**config.mk**
```make
export PLATFORM = sky130hd
export DESIGN_NAME = fetch_queue
export DESIGN_NICKNAME = d
export VERILOG_FILES = /design/src/rtl/fetch_queue.sv
export SDC_FILE = /design/constraint.sdc
export NUM_CORES = 1
export LEC_CHECK = 0
export ABC_AREA = 0
export CORE_ASPECT_RATIO = 1.25
export CORE_MARGIN = 2
export CORE_UTILIZATION = 35
export CTS_BUF_LIST = sky130_fd_sc_hd__clkbuf_4 sky130_fd_sc_hd__clkbuf_8 sky130_fd_sc_hd__clkbuf_16
export DETAILED_ROUTE_END_ITERATION = 6
export GPL_TIMING_DRIVEN = 0
export SLEW_MARGIN = 20
export SYNTH_ARGS = -nofsm -noshare
export SYNTH_HDL_FRONTEND = slang
export SYNTH_SLANG_ARGS = --single-unit
```
**constraint.sdc**
```tcl
create_clock -name clk -period 16.5 [get_ports clk]
set_input_delay 3.3 -clock clk [delete_from_list [all_inputs] [get_ports clk]]
set_output_delay 3.3 -clock clk [all_outputs]
set_load 0.02 [all_outputs]
```
**src/rtl/fetch_queue.sv**
```systemverilog
// Instruction-fetch front end: sequential PC generator driving a one-cycle-latency
// instruction memory, with a DEPTH-entry decoupling FIFO toward decode.
module fetch_queue #(
    parameter int unsigned     XLEN     = 32,
    parameter int unsigned     DEPTH    = 4,
    parameter logic [XLEN-1:0] RESET_PC = '0
) (
    input  logic            clk,
    input  logic            rst,
    output logic            imem_req,
    output logic [XLEN-1:0] imem_addr,
    input  logic [XLEN-1:0] imem_rdata,
    input  logic            redirect_en,
    input  logic [XLEN-1:0] redirect_addr,
    input  logic            hold,
    output logic            id_valid,
    input  logic            id_ready,
    output logic [XLEN-1:0] id_inst,
    output logic [XLEN-1:0] id_pc
);

    localparam int unsigned PTR_W = (DEPTH > 1) ? $clog2(DEPTH) : 1;
    localparam int unsigned CNT_W = $clog2(DEPTH + 1);
    localparam int unsigned SUM_W = CNT_W + 1;

    if ((DEPTH < 4) || ((DEPTH & (DEPTH - 1)) != 0)) begin : g_bad_depth
        $error("fetch_queue: DEPTH must be a power of two and at least 4");
    end

    typedef struct packed {
        logic [XLEN-1:0] inst;
        logic [XLEN-1:0] pc;
    } entry_t;

    logic [XLEN-1:0]  fetch_pc_q, fetch_pc_d;
    logic             inflight_q, inflight_d;
    logic [XLEN-1:0]  inflight_pc_q, inflight_pc_d;
    logic [PTR_W-1:0] rd_ptr_q, rd_ptr_d;
    logic [PTR_W-1:0] wr_ptr_q, wr_ptr_d;
    logic [CNT_W-1:0] count_q, count_d;
    entry_t           mem_q [DEPTH];

    logic credit_ok;
    logic push;
    logic pop;
    logic unused_addr_lsb;

    assign unused_addr_lsb = ^redirect_addr[1:0];

    // Credit counts the outstanding response so a full FIFO can never be overrun.
    assign credit_ok = (SUM_W'(count_q) + SUM_W'(inflight_q)) < SUM_W'(DEPTH);
    assign imem_req  = !rst && !redirect_en && !hold && credit_ok;
    assign imem_addr = fetch_pc_q;

    assign id_valid = (count_q != '0);
    assign id_inst  = mem_q[rd_ptr_q].inst;
    assign id_pc    = mem_q[rd_ptr_q].pc;

    assign push = inflight_q && !redirect_en;
    assign pop  = id_valid && id_ready && !redirect_en;

    // Next-state for PC, in-flight tracking and FIFO bookkeeping; redirect wins.
    always_comb begin
        fetch_pc_d    = fetch_pc_q;
        inflight_d    = 1'b0;
        inflight_pc_d = inflight_pc_q;
        rd_ptr_d      = rd_ptr_q;
        wr_ptr_d      = wr_ptr_q;
        count_d       = count_q;

        if (redirect_en) begin
            fetch_pc_d = {redirect_addr[XLEN-1:2], 2'b00};
            rd_ptr_d   = '0;
            wr_ptr_d   = '0;
            count_d    = '0;
        end else begin
            if (imem_req) begin
                fetch_pc_d    = fetch_pc_q + XLEN'(4);
                inflight_d    = 1'b1;
                inflight_pc_d = fetch_pc_q;
            end
            if (push) begin
                wr_ptr_d = wr_ptr_q + PTR_W'(1);
            end
            if (pop) begin
                rd_ptr_d = rd_ptr_q + PTR_W'(1);
            end
            case ({push, pop})
                2'b10:   count_d = count_q + CNT_W'(1);
                2'b01:   count_d = count_q - CNT_W'(1);
                default: count_d = count_q;
            endcase
        end
    end

    always_ff @(posedge clk or posedge rst) begin
        if (rst) begin
            fetch_pc_q    <= RESET_PC;
            inflight_q    <= 1'b0;
            inflight_pc_q <= '0;
            rd_ptr_q      <= '0;
            wr_ptr_q      <= '0;
            count_q       <= '0;
        end else begin
            fetch_pc_q    <= fetch_pc_d;
            inflight_q    <= inflight_d;
            inflight_pc_q <= inflight_pc_d;
            rd_ptr_q      <= rd_ptr_d;
            wr_ptr_q      <= wr_ptr_d;
            count_q       <= count_d;
        end
    end

    // Entry storage is cleared on reset so the head reads zero before the first push.
    always_ff @(posedge clk or posedge rst) begin
        if (rst) begin
            for (int i = 0; i < int'(DEPTH); i++) begin
                mem_q[i] <= '0;
            end
        end else if (push) begin
            mem_q[wr_ptr_q] <= '{inst: imem_rdata, pc: inflight_pc_q};
        end
    end

endmodule
```
==> results.cfg <==
[placed_design]
globalplace.congestion = 0.8036
port_buffers = 159
dp_hpwl_mm = 23.16
dp.cells = 1648
pre_cts_slack_ns = 7.070
placed_area_sq_um = 16290

[drt]
drt-vias-per-instance = 5.166
vias = 8839
drt_first_iter_violations = 463
drc = 0
drtAntennaViolNets = 0
routed_wirelength_mm = 34.30
routedWlPerCell_um = 20.05
dr.pass1.iters = 4

[finish]
final_nets = 1263
final_layout_size_suffix_gt1_share_pct = 32.92
finalInstanceArea_sq_um = 17470
final_util_pct = 44.55
stdcell_count = 1711
syn_to_final_growth_pct = 25.02
fill_cells = 3555

[timing]
period_minus_slack_ns = 9.469
tns_ns = 0
finalHoldViolations = 0
slew_violations = 0
worstMarginPinSlew_ns = 0.9016
whs_ns = 0.4973
rsz0062_at_grt = no
max_freq_mhz = 105.6
relSlewSlack_pct = 39.90
timing.final.crit_share_pct = 57.39
fin_skew_ns = 0.01089
final-setup-viol-count = 0
worst_slack_ns = 7.031

[hold_path]
min_path_type = register to register

[synth]
ys_seq_area_share_pct = 56.58
synth-edff-count = 0
synthesis.area_sq_um = 13980
synthArstFlopShare_pct = 100.0
syn_inst = 985
synth.distinct_cells = 47
ys_seq_elements = 316
yosys_warnings = 0
ys.flop_type = dfrtp_1
avgSynthCellArea_sq_um = 14.19

[critical_path]
path_buf_inv = 6
critPathCaptureType = primary output
crit_family = buffers and inverters
crit_fanout = 10
worst_ep_required_time_ns = 13.20
worstSetupPathType = input pin to primary output
critical-path-max-stage-delay_ns = 0.61
crit_path_start_kind = input pin
arrival_ns = 6.17
crit_chain = clkdlybuf4s50_1 > or4_4 > a31o_4 > buf_6 > clkbuf_1 > clkbuf_1 > inv_1 > clkdlybuf4s50_1
cpMaxStageDelayCell = clkdlybuf4s50_1

[clock_network]
path_clk_slew_ns = 0.06
cts_resized = 0
htree_levels = 2
cts_setup_buffers = 0
root_buffer = clkbuf_16
clock_latency_ns = 0.52
cts_made_buffers = 36
cts_hold_buf = 0
clock-sinks = 316
clock_path_buffers = 3
cts_tree = yes

[power_and_ir_drop]
cellLeakagePower_nw = 7.996
power_mw = 2.707
power_density_nw_per_um2 = 154.9
peakVddDrop_v = 0.00007907

[global_route]
grt_pass1_wl_mm = 55.02
track_usage_pct = 17.05
grt_pass1_vias = 9587
grt_overflow = 0
grt_max_degree = 99
antenna_found_initial = 1

[status]
outcome = finished, final reports clean

[die]
core_sq_um = 39220
die_h_um = 227.4
fp.dieW_um = 182.7
start_util_pct = 35.64
io_pins = 167
dieArea_sq_um = 41560
row_count = 81

[run]
cap_violations = 0
-- path summary, 6_finish.rpt --
kind	from	to	slack [ns]	depth (start not counted)
min in group asynchronous	rst	mem_q[127]	3.24	2
max in group asynchronous	rst	imem_addr[24]	12.06	4
worst min-delay path	mem_q[59]	mem_q[59]	0.50	1
worst max-delay path	rst	imem_req	7.03	8
worst max register to register	imem_addr[2]	imem_addr[31]	14.03	5
worst min register to register	mem_q[59]	mem_q[59]	0.50	1
-- Yosys cell counts, types with 2 or more instances --
master / instances / area share [%]
nand3_1: 22 / 0.79
nand4_1: 9 / 0.40
o311ai_0: 8 / 0.50
mux2i_1: 5 / 0.36
nor4_1: 2 / 0.090
inv_1: 7 / 0.19
o21ai_0: 19 / 0.68
a22oi_1: 7 / 0.38
a221o_1: 6 / 0.43
mux2_2: 248 / 20
and3_1: 2 / 0.090
dfrtp_1: 316 / 57
xor2_1: 8 / 0.50
nor2b_1: 2 / 0.090
ha_1: 5 / 0.45
a32oi_1: 2 / 0.13
buf_6: 2 / 0.16
nor3b_1: 3 / 0.16
clkbuf_2: 3 / 0.11
buf_2: 10 / 0.36
o211ai_1: 3 / 0.16
a21oi_1: 2 / 0.072
or3_1: 2 / 0.090
nand2_1: 129 / 3.5
buf_4: 4 / 0.21
nor3_1: 4 / 0.14
or4_1: 4 / 0.21
clkbuf_1: 43 / 1.2
xnor2_1: 3 / 0.19
nor2_1: 18 / 0.48
and2_1: 2 / 0.090
a31oi_1: 5 / 0.22
buf_1: 3 / 0.081
and4_1: 3 / 0.19
mux4_2: 62 / 10
-- cell type report --
type                    count  area, sq um  share of cell area (%)
diodes                      1        2.502                 0.01432
plain buffers              65        290.3                   1.661
inverters                   8        37.54                  0.2148
clock buffers              55         1105                   6.322
flip-flops and latches    316         7908                   45.25
repair buffers            162         1674                   9.580
multi-input cells         599         5761                   32.97
well taps                 498        623.1                   3.566
clock inverters             7        73.82                  0.4225
-- metal layers --
layer  global-route usage [%]  vias to the layer above  share of wire, %
met5                        0                        -                 0
met4                    5.853                        0               2.9
met3                    3.599                       62               5.6
met2                    28.54                      241                48
met1                    22.07                     4543                43
li1                         -                     3993                 -
-- where the power goes --
| part | internal, mW | switching [mW] |
|---|---|---|
| Combinational | 0.466 | 0.406 |
| Clock | 0.478 | 0.313 |
| Sequential | 0.930 | 0.114 |
-- worst reg2reg max path, cell delays in order, from the launching register on --
cell and delay (ns):
dfrtp_1 0.49, nand4_1 0.24, nor4_2 0.76, nand2_1 0.28, or4_1 0.55, nand3_1 0.09
-- kinds of logic after synthesis --
group | after synthesis | synth area share, %
DFF | 316 | 56.58
muxes | 315 | 30.33
and+or+nand+nor | 207 | 6.633
buffers and inverters | 73 | 2.292
AOI/OAI and AO/OA | 56 | 2.865
xor gates and xnor gates | 11 | 0.6893
adders and majority gates | 6 | 0.5908
other | 1 | 0.02683
-- sequential cells by signal, indices dropped and copies added (netlist names) --
signal,cells
count_q,3
imem_addr,30
inflight_pc_q,30
inflight_q,1
mem_q,248
rd_ptr_q,2
wr_ptr_q,2
-- placed cells by master (no fill, tap or decap), drive strengths merged, types with 6 or more instances in the layout --
cell type	n
a221o	6
a22oi	7
buf	22
clkbuf	101
clkdlybuf4s50	159
dfrtp	316
inv	8
mux2	248
mux4	62
nand2	129
nand3	22
nand4	9
nor2	18
o21ai	19
o311ai	8
xor2	8
Power figures use the tool's default switching activity.
